`src/rtl/deskew_align_monitor.sv`:
```
`default_nettype none
// ============================================================================
//  Module      : deskew_align_monitor
//  Description : Supervisory FSM for the deskew datapath. Sequences deskew
//                bring-up after AM lock, checks post-deskew lane alignment
//                from the start-of-lane tags and issues resync on bad skew,
//                deskew timeout or persistent misalignment. Owns align_status.
//  Revision    : 1.0 - initial release
// ============================================================================
module deskew_align_monitor #(
  parameter int N_LANES        = 20,
  parameter int AM_PERIOD      = 16384,
  parameter int MAX_INVALID    = 3,
  parameter int DESKEW_TIMEOUT = 65536,
  parameter int RESYNC_CYCLES  = 4,
  parameter int NB_ERR         = $clog2(MAX_INVALID + 1)
) (
  input  logic               i_clock,
  input  logic               i_reset,
  input  logic               i_enable,
  input  logic               i_valid,
  input  logic               i_am_lock,
  input  logic               i_deskew_done,
  input  logic               i_invalid_skew,
  input  logic [N_LANES-1:0] i_tags,
  output logic [N_LANES-1:0] o_resync,
  output logic               o_align_status,
  output logic [NB_ERR-1:0]  o_err_count,
  output logic [7:0]         o_resync_count
);

  // Counter widths sized so each counter tops out exactly at its terminal value.
  localparam int PC_W   = (AM_PERIOD > 1)      ? $clog2(AM_PERIOD)      : 1;
  localparam int TMR_W  = (DESKEW_TIMEOUT > 1) ? $clog2(DESKEW_TIMEOUT) : 1;
  localparam int HOLD_W = (RESYNC_CYCLES > 1)  ? $clog2(RESYNC_CYCLES)  : 1;

  localparam logic [PC_W-1:0]   C_PC_LAST   = PC_W'(AM_PERIOD - 1);
  localparam logic [TMR_W-1:0]  C_TMR_LAST  = TMR_W'(DESKEW_TIMEOUT - 1);
  localparam logic [HOLD_W-1:0] C_HOLD_LAST = HOLD_W'(RESYNC_CYCLES - 1);
  localparam logic [NB_ERR-1:0] C_ERR_MAX   = NB_ERR'(MAX_INVALID);

  typedef enum logic [1:0] {
    S_IDLE        = 2'd0,
    S_WAIT_DESKEW = 2'd1,
    S_ALIGNED     = 2'd2,
    S_RESYNC      = 2'd3
  } state_t;

  state_t               r_state;
  logic [PC_W-1:0]      r_pc;
  logic [TMR_W-1:0]     r_timer;
  logic [HOLD_W-1:0]    r_hold;
  logic [NB_ERR-1:0]    r_err;
  logic [N_LANES-1:0]   r_resync;
  logic                 r_align;
  logic [7:0]           r_rcount;

  logic                 w_tags_all;
  logic                 w_tags_any;
  logic                 w_am_bad;
  logic [NB_ERR-1:0]    w_err_inc;
  logic                 w_err_hit;
  logic [7:0]           w_rcount_inc;

  // Classify the current AM slot and precompute the saturating increments.
  always_comb begin
    w_tags_all   = &i_tags;
    w_tags_any   = |i_tags;
    // Misaligned tags, or silence through the whole expected AM period.
    w_am_bad     = (w_tags_any && !w_tags_all) || (!w_tags_any && (r_pc == C_PC_LAST));
    w_err_inc    = (r_err == C_ERR_MAX) ? r_err : r_err + NB_ERR'(1);
    w_err_hit    = (w_err_inc == C_ERR_MAX);
    w_rcount_inc = (r_rcount == 8'hFF) ? r_rcount : r_rcount + 8'd1;
  end

  // Supervisory FSM with all counters and registered outputs.
  always_ff @(posedge i_clock) begin
    if (i_reset) begin
      r_state  <= S_IDLE;
      r_pc     <= '0;
      r_timer  <= '0;
      r_hold   <= '0;
      r_err    <= '0;
      r_resync <= '0;
      r_align  <= 1'b0;
      r_rcount <= '0;
    end else if (i_enable) begin
      case (r_state)
        S_IDLE: begin
          if (i_am_lock) begin
            r_state <= S_WAIT_DESKEW;
            r_timer <= '0;
            r_err   <= '0;
          end
        end

        S_WAIT_DESKEW: begin
          if (!i_am_lock) begin
            r_state <= S_IDLE;
          end else if (i_valid) begin
            // Bad skew wins over done; done wins over a coincident timeout.
            if (i_invalid_skew || (!i_deskew_done && (r_timer == C_TMR_LAST))) begin
              r_state  <= S_RESYNC;
              r_resync <= '1;
              r_hold   <= '0;
              r_rcount <= w_rcount_inc;
            end else if (i_deskew_done) begin
              r_state <= S_ALIGNED;
              r_align <= 1'b1;
              r_pc    <= '0;
              r_err   <= '0;
            end else begin
              r_timer <= r_timer + TMR_W'(1);
            end
          end
        end

        S_ALIGNED: begin
          if (!i_am_lock) begin
            r_state <= S_IDLE;
            r_align <= 1'b0;
            r_err   <= '0;
          end else if (i_valid) begin
            if (w_tags_all) begin
              // Good AM, including one landing in the expiry slot.
              r_pc  <= '0;
              r_err <= '0;
            end else if (w_am_bad) begin
              r_pc  <= '0;
              r_err <= w_err_inc;
              if (w_err_hit) begin
                r_state  <= S_RESYNC;
                r_align  <= 1'b0;
                r_resync <= '1;
                r_hold   <= '0;
                r_rcount <= w_rcount_inc;
              end
            end else begin
              r_pc <= r_pc + PC_W'(1);
            end
          end
        end

        S_RESYNC: begin
          // Hold runs on enabled clocks regardless of i_valid or lock state.
          if (r_hold == C_HOLD_LAST) begin
            r_state  <= S_IDLE;
            r_resync <= '0;
            r_err    <= '0;
          end else begin
            r_hold <= r_hold + HOLD_W'(1);
          end
        end

        default: begin
          r_state  <= S_IDLE;
          r_resync <= '0;
          r_align  <= 1'b0;
        end
      endcase
    end
  end

  assign o_resync       = r_resync;
  assign o_align_status = r_align;
  assign o_err_count    = r_err;
  assign o_resync_count = r_rcount;

endmodule
`default_nettype wire

```
`config.mk`:
```
export PLATFORM = sky130hd
export DESIGN_NAME = deskew_align_monitor
export DESIGN_NICKNAME = d
export VERILOG_FILES = /design/src/rtl/deskew_align_monitor.sv
export SDC_FILE = /design/constraint.sdc
export NUM_CORES = 1
export LEC_CHECK = 0
export BUFFER_PORTS_ARGS = -buffer_cell sky130_fd_sc_hd__buf_4
export CAP_MARGIN = 0
export CORE_MARGIN = 3
export CORE_UTILIZATION = 50
export CTS_CLUSTER_DIAMETER = 200
export CTS_CLUSTER_SIZE = 10
export DETAILED_ROUTE_END_ITERATION = 6
export HOLD_SLACK_MARGIN = 0.05
export PLACE_DENSITY = 0.77
export SYNTH_ARGS = -nofsm -noshare
export SYNTH_HDL_FRONTEND = slang
export SYNTH_SLANG_ARGS = --single-unit
```
`constraint.sdc`:
```
create_clock -name i_clock -period 2.2 [get_ports i_clock]
set_input_delay 0.22 -clock i_clock [delete_from_list [all_inputs] [get_ports i_clock]]
set_output_delay 0.22 -clock i_clock [all_outputs]
set_load 0.01 [all_outputs]
```
-- Word-level counts from Yosys, hierarchy flattened
Cells that the tools add are included.
- register bits after elaboration: 65
- input port bits: 27
- output and inout port bits: 31
- logic and storage cells: 143
- add/subtract/negate cells: 5
- equality and inequality tests: 30
- multiplexer cells: 78
- reduce and logical (&&, ||, !) cells: 22
- operators by type and width (kind ; number):
    two-way mux 20 bit ; 9
    two-way mux 14 bit ; 8
    two-way mux 16 bit ; 5
    two-way mux 8 bit ; 9
    two-way mux 2 bit ; 30
    one-hot mux 20 bit (3 select lines) ; 1
    one-hot mux 16 bit (2 select lines) ; 1
    inequality test 2 bit (second input constant) ; 14
    one-hot mux 14 bit (2 select lines) ; 1
    AND reduction 11 bit ; 2
    AND reduction 10 bit ; 2
    AND reduction 20 bit ; 1
    OR reduction 20 bit ; 1
    AND reduction 9 bit ; 2
    adder 16 x 1 -> 16 bit (second input constant) ; 1
    equality test 16 bit (second input constant) ; 1
    one-hot mux 2 bit (4 select lines) ; 2
    one-hot mux 8 bit (2 select lines) ; 1
    inequality test 3 bit (second input constant) ; 5
    adder 14 x 1 -> 14 bit (second input constant) ; 1
    equality test 14 bit (second input constant) ; 1
    equality test 2 bit (second input constant) ; 5
    two-way mux 1 bit ; 9
    adder 8 x 1 -> 8 bit (second input constant) ; 1
    other kinds (14) ; 22

-- Depth between registers and ports, before layout
Gate-level depths: netlist (run 1).
- depth in word-level cells: 9
- mapped depth: 9
- depth with buffers taken out: 7

-- Least setup slack after synthesis (run 1)
Ideal clock, no wire load.
- path kind: register -> register
- from: register r_timer[0]
- to: register r_rcount[5], in the netlist o_resync_count[5]
- library setup time: 0.121 ns
- data arrival time: 1.934 ns
- data required time: 2.079 ns
- setup slack: 0.145 ns
- stages on the path, launching flop included: 8
- path buffers: 0
- clock period less this slack: 2.055 ns
- path through: dfxtp_1 > ha_1 > nand4_1 > nor4_1 > a211o_1 > nand3_1 > a211oi_1 > mux2_2
- word-level cells in the longest chain between the ends: 5
- RTL lines (element ; RTL line ; source):
    from (decl) ; 51 ; logic [TMR_W-1:0] r_timer;
    from (signal assigned) ; 113 ; r_timer <= r_timer + TMR_W'(1);
    equality test 16 bit ; 102 ; if (i_invalid_skew || (!i_deskew_done && (r_timer == C_TMR_LAST))) begin
    logical AND 1 bit ; 102 ;
    logical OR 1 bit ; 102 ;
    inequality test 2 bit (no source line) ; - ;
    AND reduction 10 bit (no source line) ; - ;
    to (signal assigned) ; 106 ; r_rcount <= w_rcount_inc;
    to (signal assigned) ; 136 ; r_rcount <= w_rcount_inc;
    to (decl) ; 56 ; logic [7:0] r_rcount;
Every way passes these cells.
A chain may end at the register's enable or synchronous reset.

-- Final worst setup path (run 1)
- from: register r_pc[5]
- to: register r_rcount[4], in the netlist o_resync_count[4]
- word-level cells in the longest chain between the ends: 5
- RTL lines (element ; RTL line ; source):
    from (decl) ; 50 ; logic [PC_W-1:0] r_pc;
    from (signal assigned) ; 139 ; r_pc <= r_pc + PC_W'(1);
    equality test 14 bit ; 70 ; w_am_bad = (w_tags_any && !w_tags_all) || (!w_tags_any && (r_pc == C_PC_LAST));
    logical AND 1 bit ; 70 ;
    logical OR 1 bit ; 70 ;
    inequality test 2 bit (no source line) ; - ;
    AND reduction 10 bit (no source line) ; - ;
Every way passes these cells.

==> flow_summary.json, run 1 <==
{
  "grt_pass1_vias": 2273,
  "die_w_microns": 81.6,
  "synth_cell_type_count": 58,
  "fp-row-count": 26,
  "hpwl_microns": 4670,
  "grt_pass1_wl_microns": 9980,
  "wl_per_cell_microns": 13.9,
  "io_buffers": 57,
  "cp_data_required_time_ns": 2.40,
  "core-area_sq_mm": 0.00530,
  "fp.dieH_microns": 81.6,
  "avgSynthCellArea_sq_um": 8.18,
  "vdd_drop_max_mv": 0.334,
  "path_class": "reg2reg",
  "use_met3_pct": 3.95,
  "top_usage_layer": "met2",
  "cp-end-kind": "flop",
  "seq_area_frac_synth_pct": 32.2,
  "path_cells": "nand4_1, nor4_4, o2111ai_4, a2111oi_4, mux2_1",
  "worst_slew_pin_slew_ns": 0.629,
  "finalCriticalPeriod_ns": 2.11,
  "power_leakage_nw": 1.30,
  "cts_tree": "done",
  "p_total_w": 0.00167,
  "first_iter_violations": 120,
  "drc_errors": 0,
  "ys.flop_type": "dfxtp_1",
  "crit_path_top_delay_cell": "nor4_4",
  "grt_max_degree": 32,
  "cap_violations": 0,
  "cp.arrival_ns": 2.31,
  "yosysWarnings": 0,
  "clock-root-buffer": "clkbuf_8",
  "post-route-period-util_pct": 95.9,
  "timing.hold.ws_ns": 0.235,
  "cts.sink_count": 46,
  "synth-seq-cells": 46,
  "drt.antenna.violating_nets": 0,
  "yosysTopAreaCell": "dfxtp_1",
  "hp-class": "in2reg",
  "timing.fmax_mhz": 474,
  "groute.layer.met1.usage_pct": 24.0,
  "synth_area_sq_mm": 0.00286,
  "die_area_sq_mm": 0.00666,
  "clk_latency_ns": 0.31,
  "grt_setup_unrepaired": "yes",
  "synthArstFlopShare_pct": 0,
  "finalWeightedCongestion": 0.878,
  "crit_fanout": 7,
  "clock_skew_ns": 0.00490,
  "slowest_delay_ns": 0.41,
  "grt_antenna_before_repair": 0,
  "hold_violations": 0,
  "synth_edf_count": 0,
  "grt_overflow": 0,
  "viasPerCell": 5.57,
  "n_antenna_cell": 0,
  "max-slew-margin-rel_pct": 58.0,
  "drt-total-wl_microns": 6480,
  "syn_nets": 380,
  "synthTopCellsByArea": "dfxtp_1 (32%), nor2_1 (6.4%), buf_4 (5.3%)",
  "grtUsageTotal_pct": 18.9,
  "fin_nets": 427,
  "synth_cells": 349,
  "drv_slew": 0,
  "setup_viol": 0,
  "cts_buffers": 5,
  "drive_gt1_share_pct": 28.3,
  "clkTransAtPathRegs_ns": 0.09,
  "cts_htree_levels": 2,
  "ctsHoldBuffers": 0,
  "power_density_mw_per_mm2": 486,
  "dr.pass1.iters": 4,
  "dr_total_vias": 2597,
  "start_util_pct": 53.9,
  "ios": 58,
  "areaGrowthSynthToFinish_pct": 20.5,
  "worstSetupStartpointType": "flop",
  "status": "complete, no violations",
  "fill_cells": 447,
  "max-clock-path-buffers": 2,
  "grt_use_met2_pct": 31.5,
  "synth_top_area_share_pct": 32.2
}
-- what timing repair did --
action,4_1_cts,5_1_grt
resized for setup,1,9
endpoints found under the hold margin,0,0
endpoints found under the setup margin,2,21
setup buffers,0,1
pin swaps,0,6
-- sequential cells by signal, indices dropped and copies added (netlist names) --
name,cells
o_err_count,2
o_resync_count,8
r_pc,14
o_resync,1
o_align_status,1
r_hold,2
r_state,2
r_timer,16
-- where the power goes --
group	internal [W]	switching (W)	leakage, nW
clock	0.000364	0.000288	0.0573
combinational	0.0000794	0.0000995	0.867
sequential	0.000836	0.00000786	0.372
total	0.00128	0.000395	1.30
-- synthesized netlist by cell type (3+ instances only) --
cell      number
nor4_1         7
inv_1          9
a21oi_1       15
a21o_1         3
dfxtp_1       46
and3_1         6
buf_2          6
nand3_1       19
xnor2_1       17
nor4_2         5
nand4_1       13
ha_1           4
mux2_2         6
nand2b_1       7
nor2b_1        8
a211oi_1       5
clkbuf_1       6
nor2_1        49
nor3_1        12
buf_4         20
nand2_1       27
o21ai_0        8
mux2i_1        4
xor2_1         7
-- cell type report --
class | instances | area [sq um] | area share (%)
clock buffers | 6 | 82.6 | 2.40
clock inverters | 1 | 30.0 | 0.872
inverters | 9 | 33.8 | 0.981
multi-input cells | 261 | 1720 | 50.1
flip-flops and latches | 46 | 925 | 26.9
well taps | 70 | 87.6 | 2.54
repair buffers | 73 | 561 | 16.3
-- per-stage QoR --
step	instances	cell area, sq um	setup WS [ns]	TNS [ns]	utilization [%]
after CTS	465	3390	0.0268	0	64.0
after detailed placement	458	3280	0.00450	0	61.8
after floorplan	349	2860	0.145	0	-
final	466	3440	0.0901	0	64.9
after global routing	466	3440	-0.103	-1.18	64.9
after global placement	458	3280	0.100	0	61.8
-- kinds of logic (layout without fill, tap and decap cells) --
logic type,Yosys count,after routing,synth area share [%]
AO/OA/AOI/OAI,51,51,14.0
XOR/XNOR,24,24,7.36
adder cells (fa/ha/maj),4,4,1.75
buffers and inverters,42,89,8.41
flip-flops,46,46,32.2
multiplexers,11,11,4.16
AND/OR/NAND/NOR,171,171,32.1
-- worst max-delay path, delay by kind of cell, from the launching register on --
kind / cells / cell delay (ns)
and+or+nand+nor: 2 / 0.61
muxes: 1 / 0.35
AOI/OAI and AO/OA: 2 / 0.65
DFF: 1 / 0.39
-- per-layer routing --
| metal | wire (microns) | part of all wire, % |
|---|---|---|
| met1 | 2950 | 45 |
| met2 | 3080 | 48 |
| met3 | 354 | 5.5 |
| met4 | 90 | 1.4 |
| met5 | 0 | 0 |
-- worst paths after layout --
check | from | endpoint | slack, ns | cells past startpoint
max | r_pc[5]$_SDFFE_PP0P_ | o_resync_count[4]$_SDFFE_PP0P_ | 0.09 | 5
min | i_am_lock | r_state[1]$_SDFFE_PP0P_ | 0.24 | 3
max reg2reg | r_pc[5]$_SDFFE_PP0P_ | o_resync_count[4]$_SDFFE_PP0P_ | 0.09 | 5
min reg2reg | r_timer[0]$_SDFFE_PP0P_ | r_timer[0]$_SDFFE_PP0P_ | 0.48 | 2
-- cell usage in the layout, fill, tap and decap left out, drive strengths merged, types with 2 or more instances in the layout --
master  instances
buf            73
nor2           49
dfxtp          46
nand2          27
nand3          19
xnor2          17
a21oi          16
nand4          13
nor4           13
nor3           12
inv             9
o21ai           9
nor2b           8
nand2b          7
xor2            7
mux2            7
a211oi          7
and3            6
clkbuf          6
mux2i           4
ha              4
a21o            3
nor3b           3
and2            3
or4             3
a31oi           2
nand3b          2
or2             2
o211ai          2
Note: power is estimated with default switching activity, not from simulation.
==> run 2, diff against run 1 <==
- CORE_ASPECT_RATIO: not set -> 1.4
==> flow_summary.json, run 2 (synthesis results as in run 1) <==
{
  "hpwl_microns": 5070,
  "viasPerCell": 5.61,
  "grtUsageTotal_pct": 20.3,
  "fp-row-count": 31,
  "drt-total-wl_microns": 6760,
  "grt_max_degree": 32,
  "timing.fmax_mhz": 469,
  "drc_errors": 0,
  "route.met2.wl_microns": 3610,
  "power_density_mw_per_mm2": 449,
  "first_iter_violations": 104,
  "fp.dieH_microns": 95.4,
  "status": "complete, no violations",
  "worstSetupStartpointType": "flop",
  "hp-class": "in2reg",
  "hold_violations": 0,
  "reg2reg_slack_ns": 0.07,
  "ctsHoldBuffers": 0,
  "layout.cells.non_filler": 468,
  "cp-end-kind": "flop",
  "dr_total_vias": 2626,
  "power_leakage_nw": 1.31,
  "fin_nets": 432,
  "finalWeightedCongestion": 0.811,
  "path_class": "reg2reg",
  "wl_per_cell_microns": 14.4,
  "grt_pass1_vias": 2619,
  "top_register": "r_timer",
  "pre_cts_ws_ns": 0.0292,
  "post-route-period-util_pct": 96.9,
  "drt.antenna.violating_nets": 0,
  "ios": 58,
  "grt_overflow": 0,
  "max-clock-path-buffers": 2,
  "areaGrowthSynthToFinish_pct": 20.8,
  "top_layer": "met4",
  "cp_data_required_time_ns": 2.40,
  "cp.arrival_ns": 2.33,
  "final_common_cell": "buf_4",
  "core-area_sq_mm": 0.00535,
  "die_area_sq_mm": 0.00667,
  "m1WireLength_microns": 2630,
  "largest_reg_flops": 16,
  "drive_gt1_share_pct": 28.9,
  "drv_slew": 0,
  "worst_slack_ns": 0.0679,
  "worst_slew_pin_slew_ns": 0.620,
  "tns_ns": 0,
  "dr.pass1.iters": 4,
  "timing.hold.ws_ns": 0.219,
  "mostFrequentLayoutCells": "buf_4 (77), nor2_1 (49), dfxtp_1 (44), nand2_1 (26), nand3_1 (18)",
  "clock_skew_ns": 0.0114,
  "clk_latency_ns": 0.30,
  "grt_antenna_before_repair": 0,
  "max-slew-margin-rel_pct": 58.6,
  "cts_tree": "done",
  "wl_met3_microns": 349,
  "finalCriticalPeriod_ns": 2.13,
  "setup_viol": 0,
  "grt_pass1_wl_microns": 11300,
  "fill_cells": 470,
  "start_util_pct": 53.4,
  "cts_buffers": 5,
  "die_w_microns": 69.9,
  "crit_fanout": 5,
  "vdd_drop_max_mv": 0.455,
  "final_util_pct": 64.5,
  "cts.sink_count": 46,
  "clock-root-buffer": "clkbuf_8",
  "placedCellCount": 457,
  "n_antenna_cell": 0,
  "cap_violations": 0,
  "io_buffers": 57,
  "clkTransAtPathRegs_ns": 0.09,
  "cts_htree_levels": 2
}
run 2: cell types whose count changed in the layout (fill, tap and decap cells not counted), sizes merged:
cell and delta:
buf +5, clkinv +2, bufinv -1, clkbuf -1, inv +1
run 2: report_power, final:
part / leakage, nW / switching (W) / internal, W
combinational: 0.890 / 0.000101 / 0.0000810
clock: 0.0483 / 0.000302 / 0.000224
sequential: 0.372 / 0.00000627 / 0.000836
total: 1.31 / 0.000410 / 0.00114
run 2: repair_timing:
item / CTS / global route
setup buffers: 0 / 3
setup endpoints to repair: 0 / 7
gates resized for setup: 0 / 9
run 2: layout make-up:
| type | instances | area, sq um | area share, % |
|---|---|---|---|
| repair buffers | 78 | 598 | 17.3 |
| inverters | 9 | 33.8 | 0.979 |
| clock inverters | 3 | 18.8 | 0.544 |
| clock buffers | 5 | 68.8 | 1.99 |
| multi-input cells | 261 | 1730 | 50.0 |
| well taps | 66 | 82.6 | 2.39 |
| flip-flops and latches | 46 | 923 | 26.7 |
run 2: layer usage:
metal  track usage (%)  vias to the layer above
met5                 0                        -
met4              8.31                        0
met3              4.01                       18
met2              38.6                       73
met1              21.9                     1221
li1                  -                     1314
run 2: final timing paths:
path | end | depth (start not counted) | startpoint
worst max-delay path | o_resync_count[7]$_SDFFE_PP0P_ | 7 | r_timer[0]$_SDFFE_PP0P_
worst min-delay path | r_state[1]$_SDFFE_PP0P_ | 3 | i_am_lock
worst max register to register | o_resync_count[7]$_SDFFE_PP0P_ | 7 | r_timer[0]$_SDFFE_PP0P_
worst min register to register | r_timer[0]$_SDFFE_PP0P_ | 2 | r_timer[0]$_SDFFE_PP0P_
run 2: worst max-delay path, stage by stage (launching register included):
cell      delay, ns
dfxtp_2        0.36
ha_1           0.17
nand4_1        0.14
nor4_2         0.36
a211o_1        0.28
nand3_2        0.15
a211oi_2       0.22
mux2_2         0.34
run 2: stage by stage:
stage	instance area, sq um	total power [W]
finish	3450	0.00155
global route	3450	0.00161
CTS	3400	0.00156
detailed placement	3310	0.00104
global placement	3310	0.00104
floorplan	2860	0.000960
